[config.mk]
export PLATFORM = sky130hd
export DESIGN_NAME = system_controller
export DESIGN_NICKNAME = d
export VERILOG_FILES = /design/src/rtl/system_controller_pkg.sv /design/src/rtl/system_controller.sv
export SDC_FILE = /design/constraint.sdc
export NUM_CORES = 1
export LEC_CHECK = 0
export ABC_AREA = 1
export CAP_MARGIN = 20
export CORE_AREA = 2 2 68 70
export DETAILED_ROUTE_END_ITERATION = 8
export DIE_AREA = 0 0 70 72
export GPL_TIMING_DRIVEN = 0
export PLACE_DENSITY = 0.83
export RECOVER_POWER = 25
export SETUP_SLACK_MARGIN = 0.2
export SYNTH_ARGS = -nofsm -noshare
export SYNTH_HDL_FRONTEND = slang
export SYNTH_SLANG_ARGS = --single-unit
[constraint.sdc]
create_clock -name clk -period 2.07 [get_ports clk]
set_input_delay 0.621 -clock clk [delete_from_list [all_inputs] [get_ports clk]]
set_output_delay 0.621 -clock clk [all_outputs]
set_load 0.005 [all_outputs]
[src/rtl/system_controller_pkg.sv]
`default_nettype none
// ============================================================================
// Module      : system_controller_pkg
// Description : Shared types and constants for the command sequencer:
//               FSM state encoding, frame command bytes, operand addresses.
// Revision    : 1.0 - initial release
// ============================================================================
package system_controller_pkg;

  typedef enum logic [3:0] {
    IDLE     = 4'd0,
    WR_ADDR  = 4'd1,
    WR_DATA  = 4'd2,
    RD_ADDR  = 4'd3,
    RD_WAIT  = 4'd4,
    ALU_A    = 4'd5,
    ALU_B    = 4'd6,
    ALU_FUNC = 4'd7,
    ALU_WAIT = 4'd8,
    TX_LOW   = 4'd9,
    TX_HIGH  = 4'd10,
    TX_READ  = 4'd11
  } state_t;

  localparam logic [7:0] WRITE_COMMAND           = 8'hAA;
  localparam logic [7:0] READ_COMMAND            = 8'hBB;
  localparam logic [7:0] ALU_OPERANDS_COMMAND    = 8'hCC;
  localparam logic [7:0] ALU_NO_OPERANDS_COMMAND = 8'hDD;

  localparam int unsigned OPERAND_A_ADDRESS = 0;
  localparam int unsigned OPERAND_B_ADDRESS = 1;

endpackage
`default_nettype wire

[src/rtl/system_controller.sv]
`default_nettype none
// ============================================================================
// Module      : system_controller
// Description : Command sequencer between the UART receive path and the
//               register file, ALU and UART transmit path. Decodes write,
//               read and ALU frames and queues response bytes.
//               Optional macro SYSTEM_CONTROLLER_TIMEOUT_EN adds an
//               inter-byte timeout that discards partial frames.
// Revision    : 1.0 - initial release
// ============================================================================
module system_controller
  import system_controller_pkg::*;
#(
  parameter int DATA_WIDTH          = 8,
  parameter int REGISTER_FILE_DEPTH = 16,
  parameter int ALU_FUNCTION_WIDTH  = 4,
  parameter int TIMEOUT_CYCLES      = 50000,
  localparam int ADDRESS_WIDTH      = $clog2(REGISTER_FILE_DEPTH)
) (
  input  logic                          clk,
  input  logic                          reset,
  input  logic [DATA_WIDTH-1:0]         rx_data,
  input  logic                          rx_valid,
  output logic [ADDRESS_WIDTH-1:0]      reg_address,
  output logic                          reg_write_enable,
  output logic                          reg_read_enable,
  output logic [DATA_WIDTH-1:0]         reg_write_data,
  input  logic [DATA_WIDTH-1:0]         reg_read_data,
  input  logic                          reg_read_data_valid,
  output logic                          alu_enable,
  output logic [ALU_FUNCTION_WIDTH-1:0] alu_function,
  output logic                          alu_clk_gate_enable,
  input  logic [2*DATA_WIDTH-1:0]       alu_result,
  input  logic                          alu_result_valid,
  output logic [DATA_WIDTH-1:0]         tx_data,
  output logic                          tx_valid,
  input  logic                          tx_ready
);

  state_t                        r_state, w_state_next;
  logic [ADDRESS_WIDTH-1:0]      r_reg_address, w_reg_address_next;
  logic [DATA_WIDTH-1:0]         r_reg_write_data, w_reg_write_data_next;
  logic                          r_reg_write_enable, w_reg_write_enable_next;
  logic                          r_reg_read_enable, w_reg_read_enable_next;
  logic                          r_alu_enable, w_alu_enable_next;
  logic [ALU_FUNCTION_WIDTH-1:0] r_alu_function, w_alu_function_next;
  logic                          r_alu_gate, w_alu_gate_next;
  logic [2*DATA_WIDTH-1:0]       r_result, w_result_next;
  logic [DATA_WIDTH-1:0]         r_tx_data, w_tx_data_next;
  logic                          r_tx_valid, w_tx_valid_next;
  logic                          w_tx_accept;
  logic                          w_timeout;

  assign w_tx_accept = r_tx_valid & tx_ready;

`ifdef SYSTEM_CONTROLLER_TIMEOUT_EN
  localparam int c_count_width = (TIMEOUT_CYCLES > 1) ? $clog2(TIMEOUT_CYCLES) : 1;
  localparam logic [c_count_width-1:0] c_count_max = c_count_width'(TIMEOUT_CYCLES - 1);

  logic [c_count_width-1:0] r_timeout_count;
  logic                     w_timed_state;

  // Only states that wait on the next frame byte are subject to the timeout.
  assign w_timed_state = (r_state == WR_ADDR) || (r_state == WR_DATA) ||
                         (r_state == RD_ADDR) || (r_state == ALU_A)   ||
                         (r_state == ALU_B)   || (r_state == ALU_FUNC);
  assign w_timeout     = w_timed_state && !rx_valid && (r_timeout_count == c_count_max);

  // Inter-byte silence counter, restarted by every received byte.
  always_ff @(posedge clk or negedge reset) begin
    if (!reset) begin
      r_timeout_count <= '0;
    end else if (!w_timed_state || rx_valid || w_timeout) begin
      r_timeout_count <= '0;
    end else begin
      r_timeout_count <= r_timeout_count + 1'b1;
    end
  end
`else
  assign w_timeout = 1'b0;
`endif

  // Next-state and next-output decode; strobes default low every cycle.
  always_comb begin
    w_state_next            = r_state;
    w_reg_address_next      = r_reg_address;
    w_reg_write_data_next   = r_reg_write_data;
    w_reg_write_enable_next = 1'b0;
    w_reg_read_enable_next  = 1'b0;
    w_alu_enable_next       = 1'b0;
    w_alu_function_next     = r_alu_function;
    w_alu_gate_next         = r_alu_gate;
    w_result_next           = r_result;
    w_tx_data_next          = r_tx_data;
    w_tx_valid_next         = r_tx_valid;

    case (r_state)
      IDLE: begin
        if (rx_valid) begin
          if (rx_data == WRITE_COMMAND)                w_state_next = WR_ADDR;
          else if (rx_data == READ_COMMAND)            w_state_next = RD_ADDR;
          else if (rx_data == ALU_OPERANDS_COMMAND)    w_state_next = ALU_A;
          else if (rx_data == ALU_NO_OPERANDS_COMMAND) w_state_next = ALU_FUNC;
        end
      end
      WR_ADDR: begin
        if (rx_valid) begin
          w_reg_address_next = rx_data[ADDRESS_WIDTH-1:0];
          w_state_next       = WR_DATA;
        end
      end
      WR_DATA: begin
        if (rx_valid) begin
          w_reg_write_data_next   = rx_data;
          w_reg_write_enable_next = 1'b1;
          w_state_next            = IDLE;
        end
      end
      RD_ADDR: begin
        if (rx_valid) begin
          w_reg_address_next     = rx_data[ADDRESS_WIDTH-1:0];
          w_reg_read_enable_next = 1'b1;
          w_state_next           = RD_WAIT;
        end
      end
      RD_WAIT: begin
        if (reg_read_data_valid) begin
          w_tx_data_next  = reg_read_data;
          w_tx_valid_next = 1'b1;
          w_state_next    = TX_READ;
        end
      end
      ALU_A: begin
        if (rx_valid) begin
          w_reg_address_next      = ADDRESS_WIDTH'(OPERAND_A_ADDRESS);
          w_reg_write_data_next   = rx_data;
          w_reg_write_enable_next = 1'b1;
          w_state_next            = ALU_B;
        end
      end
      ALU_B: begin
        if (rx_valid) begin
          w_reg_address_next      = ADDRESS_WIDTH'(OPERAND_B_ADDRESS);
          w_reg_write_data_next   = rx_data;
          w_reg_write_enable_next = 1'b1;
          w_state_next            = ALU_FUNC;
        end
      end
      ALU_FUNC: begin
        if (rx_valid) begin
          w_alu_function_next = rx_data[ALU_FUNCTION_WIDTH-1:0];
          w_alu_enable_next   = 1'b1;
          w_alu_gate_next     = 1'b1;
          w_state_next        = ALU_WAIT;
        end
      end
      ALU_WAIT: begin
        if (alu_result_valid) begin
          w_result_next   = alu_result;
          w_alu_gate_next = 1'b0;
          w_tx_data_next  = alu_result[DATA_WIDTH-1:0];
          w_tx_valid_next = 1'b1;
          w_state_next    = TX_LOW;
        end
      end
      TX_LOW: begin
        // High byte is presented the cycle after the low byte is taken.
        if (w_tx_accept) begin
          w_tx_data_next = r_result[2*DATA_WIDTH-1:DATA_WIDTH];
          w_state_next   = TX_HIGH;
        end
      end
      TX_HIGH, TX_READ: begin
        if (w_tx_accept) begin
          w_tx_valid_next = 1'b0;
          w_state_next    = IDLE;
        end
      end
      default: w_state_next = IDLE;
    endcase

    if (w_timeout) begin
      w_state_next = IDLE;
    end
  end

  // State and registered outputs.
  always_ff @(posedge clk or negedge reset) begin
    if (!reset) begin
      r_state            <= IDLE;
      r_reg_address      <= '0;
      r_reg_write_data   <= '0;
      r_reg_write_enable <= 1'b0;
      r_reg_read_enable  <= 1'b0;
      r_alu_enable       <= 1'b0;
      r_alu_function     <= '0;
      r_alu_gate         <= 1'b0;
      r_result           <= '0;
      r_tx_data          <= '0;
      r_tx_valid         <= 1'b0;
    end else begin
      r_state            <= w_state_next;
      r_reg_address      <= w_reg_address_next;
      r_reg_write_data   <= w_reg_write_data_next;
      r_reg_write_enable <= w_reg_write_enable_next;
      r_reg_read_enable  <= w_reg_read_enable_next;
      r_alu_enable       <= w_alu_enable_next;
      r_alu_function     <= w_alu_function_next;
      r_alu_gate         <= w_alu_gate_next;
      r_result           <= w_result_next;
      r_tx_data          <= w_tx_data_next;
      r_tx_valid         <= w_tx_valid_next;
    end
  end

  assign reg_address         = r_reg_address;
  assign reg_write_data      = r_reg_write_data;
  assign reg_write_enable    = r_reg_write_enable;
  assign reg_read_enable     = r_reg_read_enable;
  assign alu_enable          = r_alu_enable;
  assign alu_function        = r_alu_function;
  assign alu_clk_gate_enable = r_alu_gate;
  assign tx_data             = r_tx_data;
  assign tx_valid            = r_tx_valid;

endmodule
`default_nettype wire

==> results.cfg, run 1 <==
[run_status]
status = finished, final reports clean

[clocking]
cts_root_buf = clkbuf_8
clk_pin_slew_ns = 0.08
numCtsBuffers = 5
post_cts_buffers = 0
tritoncts = done
clk_latency_ns = 0.30
htreeDepth = 2
clk_path_buf_depth = 2
cts_num_sinks = 41
cts_hold_buffers = 0
cts_resized = 0

[synth]
ys_async_sr_fraction = 1.000
synth_edf_count = 0
syn-cell-area_um2 = 2093
netlist_instances = 280
avgSynthCellArea_um2 = 7.476
yosysWarnings = 0
synth_ff_type = dfrtp_1
ys_seq_elements = 41
synth_cell_type_count = 21
syn-num-nets = 318
yosysSeqAreaShare = 0.4901

[worst_setup_path]
crit_family = buffers and inverters
critPathKind = flop to output pin
crit_slowest_cell = clkdlybuf4s50_1
path_buf_inv = 1
crit_fanout = 2
crit_required_ns = 1.45
endpoint_kind = output pin
critPathArrivalTime_ns = 1.18
path_cells = clkdlybuf4s50_1
cpPeakStageDelay_ns = 0.51
cp-start-kind = flop

[timing]
fmax_mhz = 554.7
timing.hold.ws_ns = 0.4815
hold_violations = 0
fin_skew_ns = 0.007977
setup_violations = 0
fin_crit_sh = 0.8709
finalCriticalPeriod_ns = 1.803
worstMarginPinSlew_ns = 1.012
relSlewSlack = 0.3250
rsz0062_at_grt = false
final_max_slew_viol_count = 0

[layout]
final_cell_mix = 126 x nand2_1, 64 x clkdlybuf4s50_1, 41 x dfrtp_1
antenna_cells = 0
final_common_cell = nand2_1
layout-drive-gt1-share = 0.08475
final_net_count = 391
syn2layout_area_growth_pct = 41.24

[route]
drc = 0
drtPass1Iterations = 4
drt-total-wl_um = 5133
vias = 2043
routed_via_density = 5.032
final_antenna_net_count = 0
routedWlPerCell_um = 12.64
drt-initial-drc-count = 126

[power_and_ir_drop]
peakVddDrop_mv = 0.5696
power_density_nw_per_um2 = 1306
p_leak_nw = 1.426
power_w = 0.003860

[job]
maxCapViolations = 0

[floorplanning]
die-area_um2 = 5040
fp.coreArea_um2 = 4264
num_rows = 24
io_pins = 67
initial_core_util = 0.4909
die_y_um = 72
die-width_um = 70

[global_routing]
grt_usage = 0.2225
antenna_found_initial = 0
grt_max_degree = 42
grt_pass1_vias = 1953
overflow = 0
grt_pass1_wl_um = 8859

[min_path]
hold_path.class = primary input to asynchronous set/reset pin

[placement]
routabilityCongestion = 0.8328
port_buffers = 66
place_hpwl_um = 3848
## per-stage QoR
stage | TNS, ns | area [um^2] | cells | setup WS [ns] | utilization
after detailed placement | -0.05769 | 2814 | 398 | -0.02607 | 0.6599
after floorplan | 0 | 2093 | 280 | 0.6198 | -
after global placement | -25.48 | 2819 | 398 | -0.6235 | 0.6611
final | 0 | 2957 | 406 | 0.2672 | 0.6934
after global routing | 0 | 2957 | 406 | 0.2117 | 0.6934
after CTS | 0 | 2952 | 406 | 0.2519 | 0.6922
## synthesized netlist by cell type, types with 2 or more instances
| cell | count | share of area |
|---|---|---|
| nor2_1 | 20 | 0.036 |
| nor2_4 | 4 | 0.022 |
| o21a_1 | 2 | 0.0072 |
| dfrtp_1 | 41 | 0.49 |
| nor2_2 | 2 | 0.0060 |
| o21ai_0 | 27 | 0.065 |
| nand3_1 | 24 | 0.057 |
| inv_2 | 5 | 0.0090 |
| inv_1 | 17 | 0.030 |
| a21oi_1 | 2 | 0.0048 |
| nand2_1 | 126 | 0.23 |
## cell type report
class / count / area (um^2)
timing repair buffer: 66 / 658.1
multi-input combinational: 215 / 970.9
clock buffer: 5 / 68.82
tap: 52 / 65.06
inverter: 22 / 82.58
clock inverter: 3 / 68.82
sequential: 41 / 1026
buffer: 2 / 16.27
fill: 346 / 1308
## layer usage
metal  global-route usage  vias to the layer above  wire length, um
li1                     -                     1039                -
met1               0.2834                      922             2273
met2               0.3725                       69             2453
met3              0.04722                       13              275
met4              0.09188                        0              131
met5                    0                        -                0
## logic make-up (layout without fill, tap and decap cells)
| logic type | after synthesis | count (layout) | synth area share |
|---|---|---|---|
| compound gates | 33 | 33 | 0.08428 |
| buf+inv | 24 | 98 | 0.04722 |
| flops | 41 | 41 | 0.4901 |
| simple gates | 182 | 182 | 0.3784 |
## worst reg2reg max path, delay by kind of cell (launching register included)
kind | cells | cell delay (ns)
simple gates | 5 | 0.73
flops | 1 | 0.47
buf+inv | 3 | 0.33
## state kept, by name, indices dropped and copies added, names as in the netlist
register	cells
alu_clk_gate_enable	1
alu_enable	1
alu_function	4
r_result	8
r_state	4
reg_address	4
reg_read_enable	1
reg_write_data	8
reg_write_enable	1
tx_data	8
tx_valid	1
## where the power goes
group | internal (W) | leakage, nW | switching [W]
Combinational | 0.000841 | 0.843 | 0.000838
Sequential | 0.00116 | 0.515 | 0.000240
Clock | 0.000485 | 0.0687 | 0.000297
## path summary, 6_finish.rpt
check	from	to	slack, ns	cells after the start
worst max-delay path	reg_address[0]	reg_address[0]	0.27	1
min in group clk	r_result[14]	r_result[14]	0.48	2
worst max register to register	r_state[1]	r_result[13]	0.43	8
worst min-delay path	reset	r_result[13]	0.48	1
max in group asynchronous	reset	tx_data[3]	0.97	1
worst min register to register	r_result[14]	r_result[14]	0.48	2
Note: power is estimated with default switching activity, not from simulation.
==> run 2: changes to the inputs <==
==> constraint.sdc (replaced) <==
create_clock -name clk -period 2.07 [get_ports clk]
set_input_delay 0.621 -clock clk [delete_from_list [all_inputs] [get_ports clk]]
set_output_delay 0.621 -clock clk [all_outputs]
set_load 0.02 [all_outputs]
==> run 2 against run 1 <==
Die area unchanged. Wire length decreased by 0.55%. Core utilization decreased by 0.82 points. Flip-flop and latch count unchanged. Register-to-register slack about the same. Maximum frequency decreased by 2.0%. Clock power about the same. Via count about the same. Count of clock-buffer cells in the layout unchanged. Largest power group unchanged.
==> results.cfg, run 2 (same netlist as run 1, synthesis figures left out) <==
[placement]
place_hpwl_um = 3848
port_buffers = 66
post_dp_cell_area_um2 = 2814
routabilityCongestion = 0.8328

[route]
routed_via_density = 5.030
drc = 0
vias = 2042
drt-initial-drc-count = 157
drtPass1Iterations = 4
drt-total-wl_um = 5105
routedWlPerCell_um = 12.57
final_antenna_net_count = 0

[clocking]
clk_path_buf_depth = 2
cts_hold_buffers = 0
cts_num_sinks = 41
clk_pin_slew_ns = 0.08
clk_latency_ns = 0.30
htreeDepth = 2
cts_root_buf = clkbuf_8
numCtsBuffers = 5
post_cts_buffers = 0
tritoncts = done

[floorplanning]
fp.coreArea_um2 = 4264
die_y_um = 72
io_pins = 67
initial_core_util = 0.4909
die-area_um2 = 5040
num_rows = 24
die-width_um = 70

[timing]
worstMarginPinSlew_ns = 1.015
fmax_mhz = 543.5
finalCriticalPeriod_ns = 1.840
relSlewSlack = 0.3236
final_max_slew_viol_count = 0
fin_skew_ns = 0.007947
rsz0062_at_grt = false
setup_violations = 0
hold_violations = 0
fin_crit_sh = 0.8888

[layout]
final_common_cell = nand2_1
syn2layout_area_growth_pct = 39.57
multiInputGateArea_um2 = 970.9
nFillCells = 353
final_cell_mix = 126 x nand2_1, 41 x dfrtp_1, 36 x clkdlybuf4s50_1
antenna_cells = 0
utilization = 0.6852
final_net_count = 391
stdcell_area_um2 = 2922
regArea_um2 = 1026
layout-drive-gt1-share = 0.08475

[global_routing]
antenna_found_initial = 0
grt_usage = 0.2225
grt_pass1_vias = 1952
grt_pass1_wl_um = 8859
grt_max_degree = 42
overflow = 0

[worst_setup_path]
crit_family = buffers and inverters
path_cells = clkdlybuf4s50_1
worstSetupStartpoint = reg_write_enable
crit_required_ns = 1.45
critPathArrivalTime_ns = 1.22
path_buf_inv = 1
cpPeakStageDelay_ns = 0.59
critPathKind = flop to output pin
endpoint_kind = output pin
crit_fanout = 1
cp-start-kind = flop
regToRegStartpoint = r_state[1]
crit_slowest_cell = clkdlybuf4s50_1

[power_and_ir_drop]
power_density_nw_per_um2 = 1358
p_leak_nw = 1.497
peakVddDrop_mv = 0.5890
power_w = 0.003968

[min_path]
hold_path.class = primary input to asynchronous set/reset pin

[run_status]
status = finished, final reports clean

[job]
maxCapViolations = 0
-- run 2: cell count changes in the layout (fill, tap and decap cells not counted), sizes merged --
cell / change
dlygate4sd2: +28
clkdlybuf4s50: -28
-- run 2: where the power goes --
group	total [W]	internal [W]	switching [W]
combinational	0.00180	0.000676	0.00112
clock	0.000781	0.000485	0.000296
sequential	0.00139	0.00116	0.000228
total	0.00397	0.00232	0.00165
-- run 2: layer usage --
metal  wire, um  vias up  global-route usage
li1           -     1039                   -
met1       2264      926              0.2825
met2       2464       66              0.3725
met3        262       11             0.04861
met4        114        0             0.09188
met5          0        -                   0
-- run 2: final timing paths --
path / end / slack [ns] / depth (start not counted)
max in group asynchronous: tx_data[3] / 0.97 / 1
min in group clk: r_result[14] / 0.48 / 2
max: reg_write_enable / 0.23 / 1
min: r_result[13] / 0.48 / 1
min reg2reg: r_result[14] / 0.48 / 2
max reg2reg: r_result[13] / 0.43 / 8
-- run 2: stage by stage --
stage,cells,setup TNS [ns],setup WS [ns],hold slack (ns)
floorplan,280,0,0.6198,0.3254
global placement,398,-25.48,-0.6235,0.4557
detailed placement,398,-0.05769,-0.02607,0.4606
CTS,406,0,0.2242,0.4740
global route,406,0,0.2002,0.5066
finish,406,0,0.2302,0.4813
-- run 2: layout make-up --
cell class / instances / area share
Multi-Input combinational cell: 215 / 0.3323
Inverter: 22 / 0.02827
Tap cell: 52 / 0.02227
Timing Repair Buffer: 66 / 0.2133
Clock buffer: 5 / 0.02355
Buffer: 2 / 0.005567
Sequential cell: 41 / 0.3512
Clock inverter: 3 / 0.02355
-- run 2: repair_timing --
item                                    4_1_cts  5_1_grt
resized for setup                            28        4
endpoints found under the setup margin       28        7
pin swaps                                     0        1
==> run 3: changes to the inputs <==
--- a/config.mk
+++ b/config.mk
@@ -7,11 +7,11 @@
 export LEC_CHECK = 0
 export ABC_AREA = 1
 export CAP_MARGIN = 20
-export CORE_AREA = 2 2 68 70
+export CORE_AREA = 2 2 76 78
 export DETAILED_ROUTE_END_ITERATION = 8
-export DIE_AREA = 0 0 70 72
+export DIE_AREA = 0 0 78 80
 export GPL_TIMING_DRIVEN = 0
-export PLACE_DENSITY = 0.83
+export PLACE_DENSITY = 0.71
 export RECOVER_POWER = 25
 export SETUP_SLACK_MARGIN = 0.2
 export SYNTH_ARGS = -nofsm -noshare
==> constraint.sdc (replaced) <==
create_clock -name clk -period 1.55 [get_ports clk]
set_input_delay 0.465 -clock clk [delete_from_list [all_inputs] [get_ports clk]]
set_output_delay 0.465 -clock clk [all_outputs]
set_load 0.02 [all_outputs]
==> run 3 against run 2 <==
Die area increased by 24%. First-iteration DRC count increased by 12%. Sequential share of layout area shrank 5.2 points. Count of clock-buffer cells in the layout unchanged. Flip-flop and latch count is the same. Global-route usage is 2.0 points lower. Via count is 14% higher. Sequential power is 37% higher. Largest power group unchanged.
==> results.cfg, run 3 (same netlist as run 1, synthesis figures left out) <==
[clocking]
clk_path_buf_depth = 2
cts_root_buf = clkbuf_8
clk_pin_slew_ns = 0.09
tritoncts = done
htreeDepth = 2
numCtsBuffers = 5
cts_num_sinks = 41
clk_latency_ns = 0.30

[power_and_ir_drop]
power_w = 0.006548
peakVddDrop_mv = 0.9946
power_density_nw_per_um2 = 1900
p_leak_nw = 1.716

[min_path]
hold_path.class = flop to flop
min-delay-start = r_result[15]

[placement]
post_dp_cell_area_um2 = 2867
routabilityCongestion = 0.8978
place_hpwl_um = 3981
port_buffers = 66

[route]
drtPass1Iterations = 5
drc = 0
routedWlPerCell_um = 15.19
drt-initial-drc-count = 176
routed_via_density = 4.976
drt-total-wl_um = 7092
vias = 2324
final_antenna_net_count = 0

[worst_setup_path]
crit_fanout = 5
worstSetupStartpoint = r_state[1]
cp-start-kind = flop
endpoint_kind = flop
crit_required_ns = 1.75
regToRegStartpoint = r_state[1]
critPathArrivalTime_ns = 1.74
reg2reg_slack_ns = 0.006
critPathKind = flop to flop

[floorplanning]
die_y_um = 80
die-width_um = 78
io_pins = 67
initial_core_util = 0.3873
num_rows = 27
die-area_um2 = 6240
fp.coreArea_um2 = 5405

[layout]
final_common_cell = nand2_1
nFillCells = 453
syn2layout_area_growth_pct = 64.67
final_cell_mix = 110 x nand2_1, 37 x dfrtp_1, 27 x buf_2, 27 x buf_4, 25 x clkdlybuf4s50_1
regArea_um2 = 1031
multiInputGateArea_um2 = 1174
final_net_count = 432
antenna_cells = 0
layout-drive-gt1-share = 0.3494
stdcell_area_um2 = 3447

[global_routing]
grt_pass1_wl_um = 9977
overflow = 0
antenna_found_initial = 0
grt_max_degree = 37
grt_usage = 0.2022
grt_pass1_vias = 2095

[timing]
fin_crit_sh = 0.9962
setup_violations = 0
timing.hold.ws_ns = 0.4787
fmax_mhz = 647.6
rsz0062_at_grt = true
finalCriticalPeriod_ns = 1.544
relSlewSlack = 0.7310
fin_skew_ns = 0.009161
hold_violations = 0
worstMarginPinSlew_ns = 0.4035
final_max_slew_viol_count = 0

[run_status]
status = finished, final reports clean

[job]
maxCapViolations = 0
==> run 3: changes by cell type in the layout (fill, tap and decap cells not counted), sizes merged <==
cell,change
dlygate4sd2,-17
dlygate4sd3,+1
clkinv,+2
buf,+68
dlymetal6s2s,-1
clkbuf,+1
clkdlybuf4s50,-11
inv,-2
==> run 3: report_power, final <==
part           internal, W  leakage, nW  switching (W)  total [W]
logic              0.00150         1.14        0.00211    0.00360
registers          0.00156        0.509       0.000345    0.00190
clock network     0.000640       0.0681       0.000404    0.00104
total              0.00369         1.72        0.00285    0.00655
==> run 3: path summary, 6_finish.rpt <==
check,to,cells after the start
max,r_state[2],9
min,r_result[15],2
max reg2reg,r_state[2],9
min reg2reg,r_result[15],2
max in group asynchronous,r_state[3],3
min in group asynchronous,reg_write_data[0],2
==> run 3: metal layers <==
metal	vias to the layer above	track usage	share of wire
met5	-	0	0
met4	0	0.07193	0.024
met3	18	0.03394	0.048
met2	82	0.3250	0.51
met1	1109	0.2761	0.41
li1	1115	-	-
==> run 3: timing repair <==
item                       in CTS  in global routing
pin swaps                      28                 10
setup endpoints to repair      66                 41
hold buffers                    1                  0
cloned                          2                  1
hold endpoints to repair        5                  0
setup buffers                  17                 19
resized for setup             185                 40
==> run 3: metrics by stage <==
step	std cells	setup WS, ns	TNS (ns)	util
2_1_floorplan	280	0.1893	0	-
3_3_place_gp	418	-1.039	-48.62	0.5275
3_5_place_dp	419	-0.3620	-6.367	0.5303
4_1_cts	447	0.08214	0	0.5831
5_1_grt	467	-0.05857	-0.3351	0.6377
6_report	467	0.005934	0	0.6377
==> run 3: area by class of cell <==
cell class	instances	share of cell area
sequential	41	0.2991
tap	72	0.02613
clock buffer	5	0.01996
inverter	22	0.02831
buffer	2	0.006534
multi-input combinational	215	0.3405
clock inverter	3	0.01887
timing repair buffer	107	0.2606
==> run 3: critical path, stage by stage (launching register included) <==
cell,delay (ns)
dfrtp_2,0.50
clkinv_4,0.13
buf_4,0.18
nor2_2,0.14
nand2_2,0.09
nand2_2,0.09
nor2_4,0.06
buf_6,0.12
nand3_2,0.07
nand2_1,0.06
